==> config.mk <==
export PLATFORM = sky130hd
export DESIGN_NAME = victim_cache_fill_ctrl
export DESIGN_NICKNAME = d
export VERILOG_FILES = /design/src/rtl/victim_cache_fill_ctrl_pkg.sv /design/src/rtl/victim_cache_fill_ctrl_invalid_way_pe.sv /design/src/rtl/victim_cache_fill_ctrl.sv
export SDC_FILE = /design/constraint.sdc
export NUM_CORES = 1
export LEC_CHECK = 0
export ABC_AREA = 1
export BUFFER_PORTS_ARGS = -buffer_cell sky130_fd_sc_hd__buf_4
export CORE_MARGIN = 4
export CORE_UTILIZATION = 63
export DETAILED_ROUTE_END_ITERATION = 10
export HOLD_SLACK_MARGIN = 0.03
export PLACE_DENSITY_LB_ADDON = 0.05
export SYNTH_ARGS = -nofsm -noshare
export SYNTH_HDL_FRONTEND = slang
export SYNTH_HIERARCHICAL = 1
export SYNTH_SLANG_ARGS = --single-unit
==> constraint.sdc <==
create_clock -name clk_i -period 2.5 [get_ports clk_i]
set_clock_uncertainty 0.2 [all_clocks]
set_input_delay 0.375 -clock clk_i [delete_from_list [all_inputs] [get_ports clk_i]]
set_output_delay 0.375 -clock clk_i [all_outputs]
set_load 0.005 [all_outputs]
==> src/rtl/victim_cache_fill_ctrl_pkg.sv <==
// rtl/victim_cache_fill_ctrl_pkg.sv - victim cache geometry and fill FSM state encoding
package cache_def;

    localparam int INDEX_VC     = 4;
    localparam int INDEX_WAY_VC = 3;
    localparam int DEPTH_VC     = 2 ** INDEX_VC;
    localparam int NUM_WAYS_VC  = 2 ** INDEX_WAY_VC;

    typedef enum logic [2:0] {
        VC_IDLE    = 3'd0,
        VC_SELECT  = 3'd1,
        VC_READ    = 3'd2,
        VC_WB      = 3'd3,
        VC_INSTALL = 3'd4
    } vc_fill_state_e;

endpackage

==> src/rtl/victim_cache_fill_ctrl_invalid_way_pe.sv <==
// rtl/victim_cache_fill_ctrl_invalid_way_pe.sv - lowest invalid way priority encoder
module vc_invalid_way_pe
    import cache_def::*;
(
    input  logic [NUM_WAYS_VC-1:0]  valid,
    output logic [INDEX_WAY_VC-1:0] way,
    output logic                    any_invalid
);

    // Scan from the top down so the lowest-numbered invalid way is written last and wins.
    always_comb begin
        way         = '0;
        any_invalid = 1'b0;
        for (int i = NUM_WAYS_VC - 1; i >= 0; i--) begin
            if (!valid[i]) begin
                way         = INDEX_WAY_VC'(i);
                any_invalid = 1'b1;
            end
        end
    end

endmodule

==> src/rtl/victim_cache_fill_ctrl.sv <==
// rtl/victim_cache_fill_ctrl.sv - victim cache fill/eviction sequencer (option: VC_PREFER_INVALID_EN)
module victim_cache_fill_ctrl
    import cache_def::*;
(
    input  logic                    clk_i,
    input  logic                    rst_ni,
    input  logic                    ins_valid_i,
    output logic                    ins_ready_o,
    input  logic [INDEX_VC-1:0]     ins_index_i,
    input  logic                    ins_dirty_i,
    input  logic [INDEX_WAY_VC-1:0] plru_way_i,
    output logic [INDEX_VC-1:0]     plru_index_o,
    output logic                    plru_valid_o,
    output logic [INDEX_WAY_VC-1:0] plru_way_o,
    input  logic                    hit_inval_i,
    input  logic [INDEX_VC-1:0]     hit_index_i,
    input  logic [INDEX_WAY_VC-1:0] hit_way_i,
    output logic                    arr_rd_o,
    output logic                    arr_wr_o,
    output logic [INDEX_VC-1:0]     arr_index_o,
    output logic [INDEX_WAY_VC-1:0] arr_way_o,
    output logic                    wb_valid_o,
    input  logic                    wb_ready_i,
    output logic                    busy_o
);

    vc_fill_state_e state_q, state_d;

    logic [INDEX_VC-1:0]     idx_q;
    logic                    dirty_q;
    logic [INDEX_WAY_VC-1:0] victim_q;
    logic [INDEX_WAY_VC-1:0] victim_sel;

    logic [NUM_WAYS_VC-1:0]  valid_q [DEPTH_VC];
    logic [NUM_WAYS_VC-1:0]  dirty_arr_q [DEPTH_VC];

    logic [NUM_WAYS_VC-1:0]  set_valid;
    logic [NUM_WAYS_VC-1:0]  set_dirty;
    logic [INDEX_WAY_VC-1:0] pe_way;
    logic                    pe_any_invalid;

    // Selection reads the registered state, so a same-cycle invalidation is not yet visible.
    assign set_valid = valid_q[idx_q];
    assign set_dirty = dirty_arr_q[idx_q];

    vc_invalid_way_pe u_invalid_way_pe (
        .valid       (set_valid),
        .way         (pe_way),
        .any_invalid (pe_any_invalid)
    );

`ifdef VC_PREFER_INVALID_EN
    assign victim_sel = pe_any_invalid ? pe_way : plru_way_i;
`else
    logic unused_pe;
    assign unused_pe  = ^{pe_way, pe_any_invalid};
    assign victim_sel = plru_way_i;
`endif

    // State register; reset from any state abandons the operation.
    always_ff @(posedge clk_i) begin
        if (!rst_ni) begin
            state_q <= VC_IDLE;
        end else begin
            state_q <= state_d;
        end
    end

    // Latch the request on acceptance and the victim way at the end of SELECT.
    always_ff @(posedge clk_i) begin
        if (!rst_ni) begin
            idx_q    <= '0;
            dirty_q  <= 1'b0;
            victim_q <= '0;
        end else begin
            if (state_q == VC_IDLE && ins_valid_i) begin
                idx_q   <= ins_index_i;
                dirty_q <= ins_dirty_i;
            end
            if (state_q == VC_SELECT) begin
                victim_q <= victim_sel;
            end
        end
    end

    // Per-set valid/dirty; the install is applied after the invalidation so it wins a collision.
    always_ff @(posedge clk_i) begin
        if (!rst_ni) begin
            for (int s = 0; s < DEPTH_VC; s++) begin
                valid_q[s]     <= '0;
                dirty_arr_q[s] <= '0;
            end
        end else begin
            if (hit_inval_i) begin
                valid_q[hit_index_i][hit_way_i]     <= 1'b0;
                dirty_arr_q[hit_index_i][hit_way_i] <= 1'b0;
            end
            if (state_q == VC_INSTALL) begin
                valid_q[idx_q][victim_q]     <= 1'b1;
                dirty_arr_q[idx_q][victim_q] <= dirty_q;
            end
        end
    end

    // Next-state and output decode.
    always_comb begin
        state_d      = state_q;
        ins_ready_o  = 1'b0;
        plru_index_o = idx_q;
        plru_valid_o = 1'b0;
        plru_way_o   = '0;
        arr_rd_o     = 1'b0;
        arr_wr_o     = 1'b0;
        arr_index_o  = '0;
        arr_way_o    = '0;
        wb_valid_o   = 1'b0;
        busy_o       = (state_q != VC_IDLE);
        case (state_q)
            VC_IDLE: begin
                ins_ready_o  = rst_ni;
                plru_index_o = ins_index_i;
                if (ins_valid_i) begin
                    state_d = VC_SELECT;
                end
            end
            VC_SELECT: begin
                if (set_valid[victim_sel] && set_dirty[victim_sel]) begin
                    state_d = VC_READ;
                end else begin
                    state_d = VC_INSTALL;
                end
            end
            VC_READ: begin
                arr_rd_o    = 1'b1;
                arr_index_o = idx_q;
                arr_way_o   = victim_q;
                state_d     = VC_WB;
            end
            VC_WB: begin
                wb_valid_o = 1'b1;
                if (wb_ready_i) begin
                    state_d = VC_INSTALL;
                end
            end
            VC_INSTALL: begin
                arr_wr_o     = 1'b1;
                arr_index_o  = idx_q;
                arr_way_o    = victim_q;
                plru_valid_o = 1'b1;
                plru_way_o   = victim_q;
                state_d      = VC_IDLE;
            end
            default: begin
                state_d = VC_IDLE;
            end
        endcase
    end

endmodule

-- Word-level counts from Yosys, hierarchy flattened
Memories as Yosys holds them, arrays and structs flattened. A register that Yosys moved wholly into a read port is not among the register bits.
Index checks and enable logic that the tools add are counted.
Widths: inputs -> output; s select.
- output and inout port bits: 20
- bits in registers: 11
- bits in latches: 0
- memories kept: 2
- bits in writable memories: 256
- ROM bits: 0
- eq/ne operators: 6
- reduce and logical (&&, ||, !) cells: 12
- divide/modulo/power cells: 0
- bitwise gates (word level): 0
- mux-type cells: 42
- shift-type cells: 0
- $add $sub $neg: 0
- $mul: 0
- order comparisons: 5
- memory list (name ; words ; width ; rd ports ; clocked after Yosys merged registers in ; write ports ; line ; source):
    dirty_arr_q ; 16 ; 8 ; 1 ; 1 ; 16 ; victim_cache_fill_ctrl.sv:35 ; logic [NUM_WAYS_VC-1:0] dirty_arr_q [DEPTH_VC];
    valid_q ; 16 ; 8 ; 1 ; 1 ; 16 ; victim_cache_fill_ctrl.sv:34 ; logic [NUM_WAYS_VC-1:0] valid_q [DEPTH_VC];
- operators by type and width (cell ; number):
    $mux 8 ; 10
    $mux 4 ; 10
    $reduce_or 8->1 ; 4
    $mux 3 ; 5
    $lt 3x4->1 const B ; 3
    $mux 1 ; 12
    $pmux 3 s4 ; 1
    $bmux 1 s3 ; 2
    $demux 1 s3 ; 2
    $eq 3x2->1 const B ; 2
    $ge 3x1->1 const B ; 2
    $logic_and 1x1->1 ; 4
    $ne 2x2->1 const B ; 2
    $eq 3x1->1 const B ; 1
    $eq 3x3->1 const B ; 1
    $logic_not 3->1 ; 1
    $reduce_bool 3->1 ; 1
    $reduce_and 2->1 ; 1
    $reduce_or 2->1 ; 1

-- Depth between registers and ports, before layout
Gate-level depths: netlist of the first run.
- depth after elaboration: 7
- depth in mapped cells: 17
- gate-level depth less buffers: 15

-- Worst setup path after synthesis of the first run
No wires, ideal clock.
- path kind: flip-flop to flip-flop
- from: register state_q[2]
- to: memory dirty_arr_q[1][5] in the netlist's numbering (enable)
- buffers on the path: 1
- setup time: 295 ps
- stages on the path, launching flop included: 8
- required time: 2005 ps
- data arrival time: 1546 ps
- setup slack: 459 ps
- cell sequence: dfxtp_1 > inv_2 > nor3_4 > nand2_2 > nor4_4 > buf_8 > nand2_4 > nand3_1
- RTL lines (what ; line ; source):
    start, declared ; victim_cache_fill_ctrl.sv:27 ; vc_fill_state_e state_q, state_d;
    start signal, assigned ; victim_cache_fill_ctrl.sv:65 ; state_q <= state_d;
    end, declared ; victim_cache_fill_ctrl.sv:35 ;

-- Final worst setup path of the first run
- from: register state_q[2]
- to: output port plru_way_o[0]
- word-level cells in the longest chain between the ends: 2
- ends and longest elaborated chain (what ; line ; source):
    $eq 3x3->1 ; victim_cache_fill_ctrl.sv:118 ; case (state_q)
    $mux 3 ; victim_cache_fill_ctrl.sv:118 ;
    end, declared ; victim_cache_fill_ctrl.sv:14 ; output logic [INDEX_WAY_VC-1:0] plru_way_o,
Every way passes these cells.

==> results.toml, run 1 <==
[critical_path]
crit_chain = "inv_2 -> nor3_4 -> inv_1 -> nor2_1 -> buf_4"
end_kind = "output pin"
critPathSlowestCell = "dfxtp_1"
crit_type = "flip-flop to output pin"
slowest_delay_ns = 0.43
start_kind = "flip-flop"
cp_max_fo = 5
crit_arrival_ns = 1.84
crit_required_ns = 1.92

[run_status]
status = "finished clean"

[synth]
synth_area_leader_cell = "edfxtp_1"
synth.distinct_cells = 26
yosys_warnings = 6
synth_area_per_cell_um2 = 7.339
synth_area_um2 = 13270
synth.top_cell.area_share_pct = 28.97
ys_ff_latch = 271
synth_nets = 1828
syn_inst = 1808
ys_seq_area_share_pct = 50.54
synth.area.top_cells = "edfxtp_1 (29%), dfxtp_1 (22%), nand2_1 (21%)"

[global_route]
grt_pass1_vias = 12101
grt_max_degree = 67
grt_antenna_before_repair = 0
grt_util_all_layers_pct = 33.35
gr-total-overflow = 0
grt_pass1_wl_um = 63000

[drt]
avgRoutedWirePerCell_um = 18.47
drc = 0
dr_total_vias = 12650
drt_first_pass_iters = 6
viasPerCell = 5.859
drtAntennaViolNets = 0
initialDrtViolationCount = 1459
totalWireLength_um = 39880

[timing]
period_needed_ns = 2.418
fin_crit_sh_pct = 96.71
finalSetupTns_ns = 0
hold_violations = 0
rsz0062_at_grt = "true"
setup_violations = 0
layout_setup_ws_ns = 0.08227
maxSlewViolCount = 0
fmax_mhz = 413.6
tightest_slew_ns = 0.7905
relSlewSlack_pct = 46.89

[worst_hold_path]
worstHoldPathType = "input pin to flip-flop"

[die]
boundaryPins = 40
initial_core_util_pct = 64.74
die_area_um2 = 23450
die_w_um = 153.1
die_h_um = 153.1
core.rowCount = 52
coreArea_um2 = 20490

[clock_network]
cts.sinks = 271
cts_tree = "built"
cts_buffers = 28
insertion_delay_ns = 0.54
cts-root-buf = "clkbuf_16"
clockBufferDepth = 3
h-tree-depth = 1
clk_pin_slew_ns = 0.06

[finish]
stdcell_area_um2 = 15110
final_cell_mix = "nand2_1 (743), nor2_1 (300), a21oi_1 (159)"
multi_input_area_um2 = 5949
areaGrowthSynthToFinish_pct = 13.90
antenna-diode-count = 0
stdcell_count = 2159
final_nets = 1887
drive_above_1_share_pct = 9.952
final_common_cell = "nand2_1"
fill_cells = 1615
seq_area_um2 = 6711

[pwr]
power_density_nw_per_um2 = 695.9
vdd_drop_max_mv = 0.5842
leakagePower_uw = 0.006932

[placement]
pre_cts_slack_ns = 0.2357
dpl-instance-area_um2 = 14130
dpl.cell_count = 2098
gp_congestion = 0.8983
io_buffer_count = 39
dp_hpwl_um = 25510

[flow_run]
max_cap_violations = 0
==> through the flow <==
| step | total power, µW | utilization [%] | hold WS [ns] |
|---|---|---|---|
| after detailed placement | 6474 | 68.94 | 0.2293 |
| after floorplan | 5935 | - | 0.2135 |
| after CTS | 10480 | 73.67 | 0.06030 |
| final | 10520 | 73.74 | 0.06959 |
| after global placement | 6452 | 68.94 | 0.2276 |
| after global routing | 10870 | 73.74 | 0.1438 |
==> path summary, 6_finish.rpt <==
check	startpoint	slack, ns	cells past startpoint	endpoint
setup / recovery	state_q[2]	0.08	5	plru_way_o[0]
hold / removal	ins_valid_i	0.07	5	state_q[0]
setup reg to reg	state_q[2]	0.16	7	dirty_arr_q[15][0]
hold reg to reg	valid_q[7][7]	0.25	2	valid_q[7][7]
==> layer usage <==
layer	global-route usage [%]	vias up	part of all wire, %
met5	0	-	0
met4	14.68	0	4.4
met3	7.549	129	12
met2	52.96	756	45
met1	44.07	5794	38
li1	-	5971	-
==> synthesized netlist by cell type <==
cell type	count
buf_2	16
clkbuf_1	49
nor2_1	303
o21ai_1	7
nand2_1	743
nor3_4	3
a21oi_1	159
nor4_4	6
clkinv_1	2
nor3_1	3
inv_1	34
dfxtp_1	143
buf_6	3
nand2_2	1
nand3_1	82
edfxtp_1	128
inv_2	3
inv_4	3
nand2_4	10
o22ai_1	1
buf_1	2
buf_4	18
o21ai_0	77
nand3_2	1
nor2_2	10
buf_8	1
==> power by group <==
group,switching (µW),leakage (µW),internal (µW)
clock,1710,0.000425,2360
combinational,1130,0.00403,502
sequential,76.7,0.00248,4740
total,2910,0.00693,7610
==> registers in the layout, summed over array words and instances, names as in the netlist, named ones only <==
signal and flops:
victim_q 3, idx_q 4, dirty_arr_q 128, valid_q 128, dirty_q 1, state_q 3
==> layout make-up <==
type / count / area share, %
multi-input cells: 1406 / 39.37
flip-flops and latches: 271 / 44.41
repair buffers: 118 / 7.054
clock buffers: 49 / 5.563
well taps: 270 / 2.235
clock inverters: 3 / 0.2566
inverters: 42 / 1.118
==> logic make-up (layout without fill, tap and decap cells) <==
group / after synthesis / in the layout / synth area share (%)
compound gates: 244 / 244 / 9.213
buf+inv: 131 / 212 / 4.677
flops: 271 / 271 / 50.54
simple gates: 1162 / 1162 / 35.57
==> critical path: cells and delay by family, from the launching register on <==
family,cells,cell delay [ns]
AND/OR/NAND/NOR,2,0.43
flip-flops,1,0.43
buffers and inverters,3,0.43
==> timing repair <==
action,in CTS,in global routing
resized for setup,0,4
hold endpoints to repair,17,0
hold buffers,9,0
setup endpoints to repair,0,14
setup buffers,0,0
No activity file was read; power rests on OpenSTA's default activity.
==> run 2, diff against run 1 <==
CORE_UTILIZATION = 67   (was 63)
PLACE_DENSITY = 0.85   (was not set)
PLACE_DENSITY_LB_ADDON = not set   (was 0.05)
clock period = 3 ns   (was 2.5 ns; I/O delays follow)
==> results.toml, run 2 (synthesis results as in run 1) <==
[global_route]
grt_antenna_before_repair = 0
gr-usage-met3_pct = 7.262
grt_util_all_layers_pct = 35.93
grt_max_degree = 93
grtUsageMet2_pct = 56.01
grt_busiest_layer = "met2"
gr-usage-met1_pct = 48.87
grt_pass1_wl_um = 62800
gr-total-overflow = 0
grt_pass1_vias = 11933

[critical_path]
start_kind = "flip-flop"
crit_required_ns = 3.24
regToRegSetupSlack_ns = 0.32
crit_arrival_ns = 2.92
crit_type = "flip-flop to flip-flop"
cp_max_fo = 30
rr_worst_depth = 16
end_kind = "flip-flop"
worstReg2RegEnd = "state_q[1]"

[placement]
dp_hpwl_um = 25320
io_buffer_count = 39
gp_congestion = 0.9739

[die]
die_h_um = 148.7
core.rowCount = 51
die_w_um = 148.7
initial_core_util_pct = 68.18
coreArea_um2 = 19460
boundaryPins = 40
die_area_um2 = 22120

[timing]
fmax_mhz = 372.7
tightest_slew_ns = 0.8672
finalSetupTns_ns = 0
maxSlewViolCount = 0
rsz0062_at_grt = "false"
setup_violations = 0
hold_violations = 0
fin_crit_sh_pct = 89.44
period_needed_ns = 2.683
relSlewSlack_pct = 41.97

[pwr]
internal_power_uw = 6504
comb_power_share_pct = 14.7
p_total_uw = 8971
switching_share_pct = 27.51
power_density_nw_per_um2 = 598.4
leakagePower_uw = 0.006894
power_frac_seq_pct = 45.0
power_switching_uw = 2468
clock_power_share_pct = 40.3
vdd_drop_max_mv = 0.7265

[clock_network]
cts.sinks = 271
clk_pin_slew_ns = 0.06
post_cts_buffers = 0
cts-root-buf = "clkbuf_16"
cts_tree = "built"
insertion_delay_ns = 0.55
clockBufferDepth = 3
cts_buffers = 29
h-tree-depth = 1

[run_status]
status = "finished clean"

[worst_hold_path]
worstHoldPathType = "input pin to flip-flop"
hold_depth = 3
hp-start = "ins_index_i[1]"

[drt]
totalWireLength_um = 40080
drc = 0
initialDrtViolationCount = 1942
drtAntennaViolNets = 0
avgRoutedWirePerCell_um = 18.74
drt_first_pass_iters = 6
dr_total_vias = 12886
viasPerCell = 6.024

[finish]
final_nets = 1872
final_common_cell = "nand2_1"
drive_above_1_share_pct = 10.03
areaGrowthSynthToFinish_pct = 12.98
antenna-diode-count = 0
reg_top3 = "dirty_arr_q: 128 flops, valid_q: 128 flops, idx_q: 4 flops"
final_cell_mix = "nand2_1 (743), nor2_1 (303), a21oi_1 (159)"

[flow_run]
max_cap_violations = 0
[run 2: area by class of cell]
cell class / instances / area [µm²]
fillers: 1361 / 4471
repair buffers: 102 / 870.8
clock inverters: 10 / 98.84
well taps: 265 / 331.6
multi-input cells: 1406 / 5942
flip-flops and latches: 271 / 6711
inverters: 42 / 168.9
clock buffers: 43 / 868.3
[run 2: power by group through the flow]
stage	Combinational, µW	Sequential [µW]	Clock [µW]
2_1_floorplan	871	4080	0
3_3_place_gp	1230	4110	0
3_5_place_dp	1260	4120	0
4_1_cts	1270	4040	3600
5_1_grt	1420	4050	3780
6_report	1320	4040	3610
[run 2: timing repair]
action,CTS,global route
endpoints found under the hold margin,5,0
resized for setup,0,0
hold buffers,2,0
[run 2: worst max-delay path by stage]
stage | depth (start not counted) | to | slack, ns | startpoint
floorplan | 7 | dirty_arr_q[1][5] | 0.96 | state_q[2]
global placement | 16 | state_q[1] | 0.57 | flip-flop
detailed placement | 14 | state_q[1] | 0.50 | flip-flop
CTS | 16 | state_q[1] | 0.41 | flip-flop
global route | 14 | state_q[1] | 0.15 | flip-flop
finish | 16 | state_q[1] | 0.32 | flip-flop
[run 2: per-layer routing]
metal	part of all wire, %	up-vias
li1	-	5927
met1	36	5824
met2	44	964
met3	14	171
met4	5.7	0
met5	0	-
[run 2: worst max-delay path, cell delays in order (launching register included)]
cell and delay (ns):
dfxtp_4 0.57, inv_4 0.22, buf_12 0.23, nand2_1 0.08
nand2_1 0.05, nand2_1 0.04, o21ai_0 0.13, nand2_1 0.15
nand3_1 0.17, nand3_1 0.15, nand3_1 0.10, nand3_1 0.12
nand2_1 0.07, nand2_1 0.07, nand3_1 0.09, nand2_1 0.07
inv_1 0.04
[run 2: metrics by stage]
| stage | area (µm²) | hold slack, ns | cells | setup slack [ns] | utilization, % |
|---|---|---|---|---|---|
| 2_1_floorplan | 13270 | 0.2135 | 1808 | 0.9586 | - |
| 3_3_place_gp | 14000 | 0.2265 | 2084 | 0.5690 | 71.96 |
| 3_5_place_dp | 14000 | 0.2296 | 2084 | 0.5007 | 71.96 |
| 4_1_cts | 14990 | 0.05678 | 2139 | 0.4129 | 77.03 |
| 5_1_grt | 14990 | 0.08022 | 2139 | 0.1479 | 77.03 |
| 6_report | 14990 | 0.07283 | 2139 | 0.3168 | 77.03 |
==> run 3, diff against run 2 <==
CORE_UTILIZATION = 70   (was 67)
CTS_BUF_LIST = sky130_fd_sc_hd__clkbuf_8   (was not set)
PLACE_DENSITY = 0.88   (was 0.85)
SLEW_MARGIN = 20   (was not set)
==> results.toml, run 3 (synthesis results as in run 1) <==
[critical_path]
crit_chain = "nor2_1 -> inv_1 -> nor2_1 -> inv_1 -> nor2_1 -> buf_4"
crit_type = "flip-flop to output pin"
crit_end = "ins_ready_o"
critPathSlowestCell = "nor2_1"
end_kind = "output pin"
cp_max_fo = 10
slowest_delay_ns = 0.45
rr_worst_depth = 14
crit_arrival_ns = 2.05
crit_required_ns = 2.35
regToRegSetupSlack_ns = 0.52
start_kind = "flip-flop"
worstReg2RegEnd = "state_q[1]"
crit_start = "state_q[2]"
worst_path_most_repeated_cell = "nor2_1"

[timing]
fin_crit_sh_pct = 90.04
maxSlewViolCount = 0
relSlewSlack_pct = 36.13
rsz0062_at_grt = "false"
setup_violations = 0
finalSetupTns_ns = 0
tightest_slew_ns = 0.9546
hold_violations = 0
fmax_mhz = 370.2
period_needed_ns = 2.701

[die]
die_h_um = 145.7
core.rowCount = 50
die_area_um2 = 21220
initial_core_util_pct = 70.94
boundaryPins = 40
die_w_um = 145.7
coreArea_um2 = 18710

[pwr]
leakagePower_uw = 0.006883
vdd_drop_max_mv = 0.5080
power_density_nw_per_um2 = 571.1
p_total_uw = 8434

[global_route]
grt_util_all_layers_pct = 36.26
grt_pass1_wl_um = 61760
gr-total-overflow = 0
grt_antenna_before_repair = 0
grt_pass1_vias = 12250
grt_max_degree = 123

[clock_network]
post_cts_buffers = 0
h-tree-depth = 2
insertion_delay_ns = 0.55
clk_pin_slew_ns = 0.07
clockBufferDepth = 3
cts.sinks = 271
cts_tree = "built"
cts_buffers = 44
cts-root-buf = "clkbuf_8"

[finish]
areaGrowthSynthToFinish_pct = 11.30
fin_util_pct = 78.95
final_common_cell = "nand2_1"
stdcell_count = 2126
antenna-diode-count = 0
final_nets = 1882
drive_above_1_share_pct = 10.15
final_cell_mix = "nand2_1 (743), nor2_1 (303), a21oi_1 (159)"
reg_top3 = "dirty_arr_q: 128 flops, valid_q: 128 flops, idx_q: 4 flops"

[placement]
gp_congestion = 0.9260
io_buffer_count = 39
dpl.cell_count = 2048
dp_hpwl_um = 24220

[drt]
drtAntennaViolNets = 0
viasPerCell = 6.049
drt_first_pass_iters = 6
drc = 0
dr_total_vias = 12860
avgRoutedWirePerCell_um = 18.51
initialDrtViolationCount = 1923
totalWireLength_um = 39340

[flow_run]
max_cap_violations = 0

[worst_hold_path]
hold_depth = 3
worstHoldPathType = "input pin to flip-flop"

[run_status]
status = "finished clean"
run 3: changes by cell type in the layout (fill, tap and decap cells not counted):
cell / delta
buf_12: -2
clkinv_2: -5
clkbuf_8: +44
clkbuf_1: -5
bufinv_16: -1
inv_1: +20
clkbuf_16: -29
buf_4: -3
clkinv_1: -1
run 3: what timing repair did:
| action | 4_1_cts | 5_1_grt |
|---|---|---|
| endpoints found under the hold margin | 2 | 0 |
| hold buffers | 2 | 0 |
| resized for setup | 0 | 0 |
run 3: worst max-delay path: cells and delay by family (launching register included):
family | cells | cell delay [ns]
simple gates | 3 | 0.76
buf+inv | 3 | 0.37
flops | 1 | 0.37
run 3: worst min path at each step:
stage / startpoint / end / slack, ns
after global routing: plru_way_i[2] / victim_q[2] / 0.07
after global placement: valid_q[13][7] / valid_q[13][7] / 0.23
after floorplan: valid_q[11][7] / valid_q[11][7] / 0.21
after detailed placement: valid_q[14][7] / valid_q[14][7] / 0.23
after CTS: plru_way_i[2] / victim_q[2] / 0.04
final: rst_ni / state_q[1] / 0.06
run 3: metal layers:
metal	global-route usage [%]	vias to the layer above	wire [µm]
met4	18.66	0	2380
li1	-	5952	-
met5	0	-	0
met2	57.29	956	17580
met1	47.72	5764	13720
met3	7.350	188	5665
run 3: stage by stage:
step	setup slack [ns]	area, µm²	hold slack (ns)
after floorplan	0.9586	13270	0.2135
after global placement	0.7146	13900	0.2260
after detailed placement	0.6596	13900	0.2338
after CTS	0.2990	14770	0.03675
after global routing	0.1555	14770	0.07347
final	0.2988	14770	0.05889
run 3: power breakdown:
group	total, µW	internal [µW]	leakage [µW]	switching, µW
clock	3090	1670	0.000510	1420
sequential	4020	3950	0.00248	71.6
combinational	1320	382	0.00390	939
total	8430	6010	0.00688	2430
run 3: final cells by class:
type                    instances  area [µm²]
fillers                      1279        3938
inverters                      42       168.9
repair buffers                 97       808.3
flip-flops and latches        271        6711
multi-input cells            1406        5942
well taps                     234       292.8
clock inverters                23       115.1
clock buffers                  53       729.5
